### src/rtl/f_stage_pc_pkg.sv
// f_stage_pc_pkg: constants shared by the fetch stage and its F/D register.
//   - Exception codes written into the F/D register.
//   - Default reset / handler PCs and the legal instruction-memory window.
//   - BOOT/RUN state encodings for the fetch FSM.
//   - is_adel(): fetch address-error test for a PC.
package f_stage_pc_pkg;

  localparam logic [4:0] EXC_NONE = 5'd0;
  localparam logic [4:0] EXC_ADEL = 5'd4;

  localparam logic [31:0] RESET_PC_DEF   = 32'h0000_3000;
  localparam logic [31:0] HANDLER_PC_DEF = 32'h0000_4180;
  localparam logic [31:0] IM_LO_DEF      = 32'h0000_3000;
  localparam logic [31:0] IM_HI_DEF      = 32'h0000_6ffc;

  localparam logic [0:0] ST_BOOT = 1'b0;
  localparam logic [0:0] ST_RUN  = 1'b1;

  // A fetch faults when the PC is not word aligned or lies outside [lo, hi].
  function automatic logic is_adel(input logic [31:0] pc,
                                   input logic [31:0] lo,
                                   input logic [31:0] hi);
    return (pc[1:0] != 2'b00) || (pc < lo) || (pc > hi);
  endfunction

endpackage

### src/rtl/f_stage_pc_fd_reg.sv
// fd_reg: F/D pipeline register.
//   clk, reset     : clock, synchronous active-low reset
//   en             : load new contents (deasserted on a stall)
//   flush          : load a bubble instead; wins over en
//   bubble_pc      : PC value carried by a bubble
//   in_*           : F-stage values {pc, instr, exccode, bd}
//   d_*            : registered D-stage values
// Priority on each edge: reset, flush, en, hold.
module fd_reg
  import f_stage_pc_pkg::*;
#(
  parameter logic [31:0] RESET_PC = RESET_PC_DEF
) (
  input  logic        clk,
  input  logic        reset,
  input  logic        en,
  input  logic        flush,
  input  logic [31:0] bubble_pc,
  input  logic [31:0] in_pc,
  input  logic [31:0] in_instr,
  input  logic [4:0]  in_exccode,
  input  logic        in_bd,
  output logic [31:0] d_pc,
  output logic [31:0] d_instr,
  output logic [4:0]  d_exccode,
  output logic        d_bd
);

  always_ff @(posedge clk) begin
    if (!reset) begin
      d_pc      <= RESET_PC;
      d_instr   <= 32'd0;
      d_exccode <= EXC_NONE;
      d_bd      <= 1'b0;
    end else if (flush) begin
      // A bubble is a nop with no exception and no delay-slot marking.
      d_pc      <= bubble_pc;
      d_instr   <= 32'd0;
      d_exccode <= EXC_NONE;
      d_bd      <= 1'b0;
    end else if (en) begin
      d_pc      <= in_pc;
      d_instr   <= in_instr;
      d_exccode <= in_exccode;
      d_bd      <= in_bd;
    end
  end

endmodule

### src/rtl/f_stage_pc.sv
// f_stage_pc: fetch stage of a 5-stage MIPS pipeline with precise exceptions.
// Holds the PC, drives the instruction-memory address, flags fetch address
// errors (AdEL) and owns the F/D pipeline register.
//   clk, reset    : clock, synchronous active-low reset
//   npc           : next PC from the D-stage next-PC logic
//   stall         : hold PC and F/D
//   req           : exception/interrupt taken (overrides stall)
//   eret          : eret in D; redirect to npc (EPC), no delay slot
//   D_is_jump     : next fetch is a delay slot
//   i_inst_addr   : instruction memory address (= F_pc)
//   i_inst_rdata  : instruction word, combinational read
//   F_pc          : current fetch PC
//   D_pc, D_instr, D_exccode, D_bd : F/D register outputs
//   perf_fetch, perf_stall : performance counters
// Optional feature macro: FETCH_PERF_EN. When undefined, no counter
// registers exist and both perf outputs are tied to 0.
// The FSM state is visible as the internal signal fsm_state.
module f_stage_pc
  import f_stage_pc_pkg::*;
#(
  parameter logic [31:0] RESET_PC   = RESET_PC_DEF,
  parameter logic [31:0] HANDLER_PC = HANDLER_PC_DEF,
  parameter logic [31:0] IM_LO      = IM_LO_DEF,
  parameter logic [31:0] IM_HI      = IM_HI_DEF
) (
  input  logic        clk,
  input  logic        reset,
  input  logic [31:0] npc,
  input  logic        stall,
  input  logic        req,
  input  logic        eret,
  input  logic        D_is_jump,
  output logic [31:0] i_inst_addr,
  input  logic [31:0] i_inst_rdata,
  output logic [31:0] F_pc,
  output logic [31:0] D_pc,
  output logic [31:0] D_instr,
  output logic [4:0]  D_exccode,
  output logic        D_bd,
  output logic [31:0] perf_fetch,
  output logic [31:0] perf_stall
);

  logic [0:0]  fsm_state;
  logic        in_boot;
  logic        f_adel;
  logic [31:0] f_instr;
  logic [4:0]  f_exccode;
  logic        fd_flush;
  logic [31:0] fd_bubble_pc;

  assign in_boot = (fsm_state == ST_BOOT);

  // F-stage exception check; a faulting fetch is replaced by a nop.
  assign f_adel    = is_adel(F_pc, IM_LO, IM_HI);
  assign f_instr   = f_adel ? 32'd0 : i_inst_rdata;
  assign f_exccode = f_adel ? EXC_ADEL : EXC_NONE;

  assign i_inst_addr = F_pc;

  // FSM: BOOT lasts exactly one cycle after reset, then RUN forever.
  always_ff @(posedge clk) begin
    if (!reset) fsm_state <= ST_BOOT;
    else        fsm_state <= ST_RUN;
  end

  // PC register. A misaligned or out-of-range npc is still loaded; the
  // fault is reported when that PC reaches D.
  always_ff @(posedge clk) begin
    if (!reset)     F_pc <= RESET_PC;
    else if (req)   F_pc <= HANDLER_PC;
    else if (stall) F_pc <= F_pc;
    else            F_pc <= npc;
  end

  // Bubble sources: req (even under stall), the boot cycle (even under
  // stall), and an unstalled eret which discards the wrong-path fetch.
  assign fd_flush = req || in_boot || (eret && !stall);

  always_comb begin
    fd_bubble_pc = npc;
    if (req)          fd_bubble_pc = HANDLER_PC;
    else if (in_boot) fd_bubble_pc = RESET_PC;
  end

  fd_reg #(
    .RESET_PC (RESET_PC)
  ) u_fd_reg (
    .clk        (clk),
    .reset      (reset),
    .en         (!stall),
    .flush      (fd_flush),
    .bubble_pc  (fd_bubble_pc),
    .in_pc      (F_pc),
    .in_instr   (f_instr),
    .in_exccode (f_exccode),
    .in_bd      (D_is_jump),
    .d_pc       (D_pc),
    .d_instr    (D_instr),
    .d_exccode  (D_exccode),
    .d_bd       (D_bd)
  );

`ifdef FETCH_PERF_EN
  logic [31:0] fetch_cnt;
  logic [31:0] stall_cnt;

  always_ff @(posedge clk) begin
    if (!reset) begin
      fetch_cnt <= 32'd0;
      stall_cnt <= 32'd0;
    end else if (!in_boot) begin
      // A non-bubble load happens only on the plain "otherwise" path.
      if (!req && !stall && !eret) fetch_cnt <= fetch_cnt + 32'd1;
      if (stall && !req)           stall_cnt <= stall_cnt + 32'd1;
    end
  end

  assign perf_fetch = fetch_cnt;
  assign perf_stall = stall_cnt;
`else
  assign perf_fetch = 32'd0;
  assign perf_stall = 32'd0;
`endif

endmodule

### config.mk
export PLATFORM = sky130hd
export DESIGN_NAME = f_stage_pc
export DESIGN_NICKNAME = d
export VERILOG_FILES = /design/src/rtl/f_stage_pc_pkg.sv /design/src/rtl/f_stage_pc_fd_reg.sv /design/src/rtl/f_stage_pc.sv
export SDC_FILE = /design/constraint.sdc
export NUM_CORES = 1
export LEC_CHECK = 0
export CORE_MARGIN = 2
export CORE_UTILIZATION = 45
export DETAILED_ROUTE_END_ITERATION = 10
export PLACE_DENSITY_LB_ADDON = 0.08
export REMOVE_ABC_BUFFERS = 1
export SYNTH_ARGS = -nofsm -noshare
export SYNTH_HDL_FRONTEND = slang
export SYNTH_HIERARCHICAL = 1
export SYNTH_SLANG_ARGS = --single-unit
### constraint.sdc
create_clock -name clk -period 5.45 [get_ports clk]
set_input_delay 1.09 -clock clk [delete_from_list [all_inputs] [get_ports clk]]
set_output_delay 1.09 -clock clk [all_outputs]
set_load 0.01 [all_outputs]
### After elaboration in Yosys (flattened, before gate mapping)

Index checks and enable logic that the tools add are counted.
Widths: inputs -> output; s select.

| word-level totals | value |
|---|---|
| ROM bits | 0 |
| latch bits | 0 |
| word-level logic and storage cells | 31 |
| register bits | 103 |
| output and inout port bits | 198 |
| RAM bits | 0 |
| memories | 0 |

| cells by class | value |
|---|---|
| eq/ne operators | 2 |
| div/mod/pow operators | 0 |
| $add $sub $neg | 0 |
| mux-type cells | 9 |
| bitwise logic cells | 2 |
| multiply operators | 0 |
| order comparisons | 2 |
| shifts and indexed selects | 0 |
| reduce and logical (&&, ||, !) cells | 9 |

Operators by type and width:

| cell | number |
|---|---|
| $mux 32 | 5 |
| $gt 32x15->1 const B | 1 |
| $lt 32x14->1 const B | 1 |
| $mux 15 | 2 |
| $logic_or 1x1->1 | 4 |
| $ne 2x1->1 const B | 2 |
| $reduce_or 2->1 | 2 |
| $mux 3 | 1 |
| $not 1->1 | 2 |
| $reduce_bool 2->1 | 1 |
| $logic_and 1x1->1 | 1 |
| $logic_not 1->1 | 1 |
| $mux 1 | 1 |

### Longest topological paths before layout

| depth | value |
|---|---|
| depth in word-level cells | 4 |
| gate-level depth with buffers | 9 |
| gate-level depth less buffers | 5 |

### Modules after synthesis

The synthesis kept the hierarchy.

Modules (own cells, without submodules):

| module | instances | area an instance (um2) | cells an instance |
|---|---|---|---|
| fd_reg | 1 | 3093.0 | 267 |
| f_stage_pc | 1 | 2730.1 | 295 |

### Worst setup path before layout

Ideal clock, no wire load.

| path | value |
|---|---|
| kind | input port to flip-flop |
| from | in req |
| to | reg u_fd_reg.d_pc[0] |
| required time | 5334 ps |
| arrival | 2395 ps |
| setup time | 116 ps |
| slack | 2939 ps |
| stages | 8 |
| cell sequence | nor2b_1 -> clkbuf_1 -> clkbuf_1 -> o21ai_0 -> buf_4 -> buf_2 -> buf_2 -> o211a_1 |

| between the ends | value |
|---|---|
| cells in the longest elaborated chain, start to end | 3 |

Ends and longest elaborated chain:

| what | RTL line | text |
|---|---|---|
| start, declared | f_stage_pc.sv:30 | `input logic req,` |
| $logic_or 1x1->1 (*) (2 in series) | f_stage_pc.sv:78 | `assign fd_flush = req \|\| in_boot \|\| (eret && !stall);` |
| via fd_flush | f_stage_pc.sv:49 | `logic fd_flush;` |
| $ne 2x1->1 (no line) or $mux 32 (tied branches) | -- |  |
| end signal, assigned | f_stage_pc_fd_reg.sv:37 | `d_pc <= bubble_pc;` |
| end signal, assigned | f_stage_pc_fd_reg.sv:42 | `d_pc <= in_pc;` |
| end, declared | f_stage_pc_fd_reg.sv:23 | `output logic [31:0] d_pc,` |

The timed path passes the listed nets; every way through them passes the cells marked *.
A chain may end at the register's enable or synchronous reset.

### Final worst setup path

| path | value |
|---|---|
| from | in req |
| to | reg u_fd_reg.d_pc[11] |

The elaborated chain is that of the path after synthesis.

==> flow_summary.ini <==
[global_route]
overflow = 0
track_usage_pct = 19.3
grt_max_degree = 44
antenna_found_initial = 0
grt_pass1_wl_um = 21800
grt_pass1_vias = 4221

[clock_tree]
htree_levels = 3
numCtsBuffers = 9
cts_resized = 0
post_cts_buffers = 0
clkSlewWorstSetupHoldPaths_ns = 0.07
clock_latency_ns = 0.34
hold_buffers = 0
cts_tree = yes
cts_root_buf = clkbuf_16
cts_sinks = 103
cts_buffer_depth = 2

[synthesis]
yosysUniqueCellTypes = 32
synth_most_common_cell = dfxtp_1
synth_top_area_share_pct = 35.4
synth_common_cells = 103 x dfxtp_1, 99 x buf_4, 69 x mux2i_1
ys_seq_elements = 103
yosysSeqAreaShare_pct = 35.4
syn_inst = 562
synth_top_cell_by_area = dfxtp_1
syn_avg_cell_area_um2 = 10.4
synth_flop_cell = dfxtp_1
synth_area_leaders = dfxtp_1 35%, buf_4 13%, mux2i_1 12%
synth_edf_count = 0
ys_warn_count = 6
netlist_area_mm2 = 0.00582
async_reset_ff_share_pct = 0

[power_and_ir_drop]
power_density_mw_per_mm2 = 238
leakage_nw = 3.39
peakVddDrop_mv = 0.166

[die]
chipWidth_um = 118
core-area_mm2 = 0.0126
rows = 41
ios = 268
die_h_um = 118
start_util_pct = 46.1
dieArea_mm2 = 0.0139

[critical_path]
cp_slowest_cell = clkdlybuf4s50_1
critPathMaxFanout = 43
r2r_slack_ns = 2.92
critPathKind = in -> reg
cpMostUsedCell = buf_4
worst_setup_path_end_kind = flip-flop
worst_path_largest_cell_delay_ns = 0.69
arrival_ns = 3.23
path_cells = clkdlybuf4s50_1, nor2b_2, buf_4, o21ai_4, buf_4, or2b_1, o211a_1
required_ns = 5.68
start_kind = primary input

[detailed_routing]
via_per_inst = 4.77
wirelength_um = 13800
ant_nets = 0
dr.pass1.iters = 4
dr.first_iter.drc_count = 212
drc_errors = 0
vias = 4234
wire_per_inst_um = 15.6

[timing]
max_freq_mhz = 333
tightestPinTransition_ns = 1.04
drv_slew = 0
hold_violations = 0
max_slew_margin_pct = 30.5
rsz0062_at_grt = false
fin_crit_ns = 3.00
fin_crit_sh_pct = 55.0
tns_ns = 0
skew_ns = 0.0109
finalSetupViolations = 0

[placed_design]
io_buffers = 203
place_congestion = 0.790
postPlaceCellArea_mm2 = 0.00741
dp_hpwl_um = 9540

[layout]
fin_nets = 782
drive_above_1_share_pct = 13.3
insertedDiodeCount = 0
n_fill_cell = 1087
syn2layout_area_growth_pct = 32.3
design_area_mm2 = 0.00770

[outcome]
outcome = complete, no violations

[min_path]
hold_class = reg -> reg

[flow_run]
maxCapViolCount = 0
-- sequential cells by signal, indices dropped and copies added (netlist names) --
register and count:
fsm_state 1, u_fd_reg/d_exccode 5, u_fd_reg/d_instr 32, F_pc 32
u_fd_reg/d_bd 1, u_fd_reg/d_pc 32
-- path summary, 6_finish.rpt --
check / startpoint / cells past startpoint / endpoint
worst min-delay path: u_fd_reg/d_instr[26] / 2 / u_fd_reg/d_instr[26]
worst max register to register: F_pc[15] / 5 / u_fd_reg/d_exccode[2]
worst max-delay path: req / 7 / u_fd_reg/d_pc[11]
worst min register to register: u_fd_reg/d_instr[26] / 2 / u_fd_reg/d_instr[26]
-- worst max-delay path, delay by kind of cell --
| kind | cells | cell delay [ns] |
|---|---|---|
| compound gates | 2 | 0.36 |
| buf+inv | 3 | 1.41 |
| simple gates | 2 | 0.35 |
-- where the power goes --
| part | switching (mW) | internal (mW) |
|---|---|---|
| combinational | 0.190 | 0.191 |
| sequential | 0.0223 | 0.778 |
| clock | 0.285 | 0.366 |
-- per-layer routing --
| layer | track usage [%] | routed length, um |
|---|---|---|
| met5 | 0 | 0 |
| met4 | 5.65 | 150 |
| met3 | 4.26 | 860 |
| met2 | 34.8 | 6990 |
| met1 | 22.8 | 5850 |
-- kinds of logic after synthesis --
| family | after synthesis | share of synthesized area (%) |
|---|---|---|
| simple gates | 169 | 20.3 |
| buf+inv | 143 | 17.6 |
| flops | 103 | 35.4 |
| mux | 102 | 19.9 |
| compound gates | 43 | 6.53 |
| xor+xnor | 1 | 0.150 |
| other cells | 1 | 0.0644 |
-- through the flow --
| stage | power, mW | setup WS (ns) | hold slack, ns | utilization (%) | std cells |
|---|---|---|---|---|---|
| 6_report | 1.83 | 2.45 | 0.496 | 61.0 | 888 |
| 5_1_grt | 1.91 | 2.33 | 0.523 | 61.0 | 888 |
| 4_1_cts | 1.85 | 2.47 | 0.503 | 61.0 | 888 |
| 3_5_place_dp | 1.20 | 2.11 | 0.486 | 58.7 | 873 |
| 3_3_place_gp | 1.19 | 2.16 | 0.476 | 58.7 | 873 |
| 2_1_floorplan | 1.03 | 0.00996 | 0.532 | - | 490 |
-- cell usage in the layout, fill, tap and decap left out, types with 2 or more instances in the layout --
master	n
nor4_1	2
conb_1	68
and3b_1	2
clkinvlp_4	2
inv_1	3
nor2_1	65
mux2i_1	69
mux2_2	7
a21oi_1	4
clkbuf_16	9
mux2_4	26
buf_4	8
nor4b_2	30
clkdlybuf4s50_1	202
nand2b_1	26
nor4_2	2
a21o_1	3
or2b_1	6
o21ai_0	2
nor4b_1	2
dfxtp_1	103
o211a_1	30
o21a_1	3
and2_1	27
-- area by class of cell --
type / instances / area [um^2] / share of cell area [%]
multi-input cells: 383 / 3020 / 39.3
clock inverters: 5 / 58.8 / 0.763
inverters: 4 / 17.5 / 0.227
clock buffers: 10 / 239 / 3.10
repair buffers: 211 / 2090 / 27.1
flip-flops and latches: 103 / 2060 / 26.8
well taps: 172 / 215 / 2.79
No activity file was read; power rests on OpenSTA's default activity.
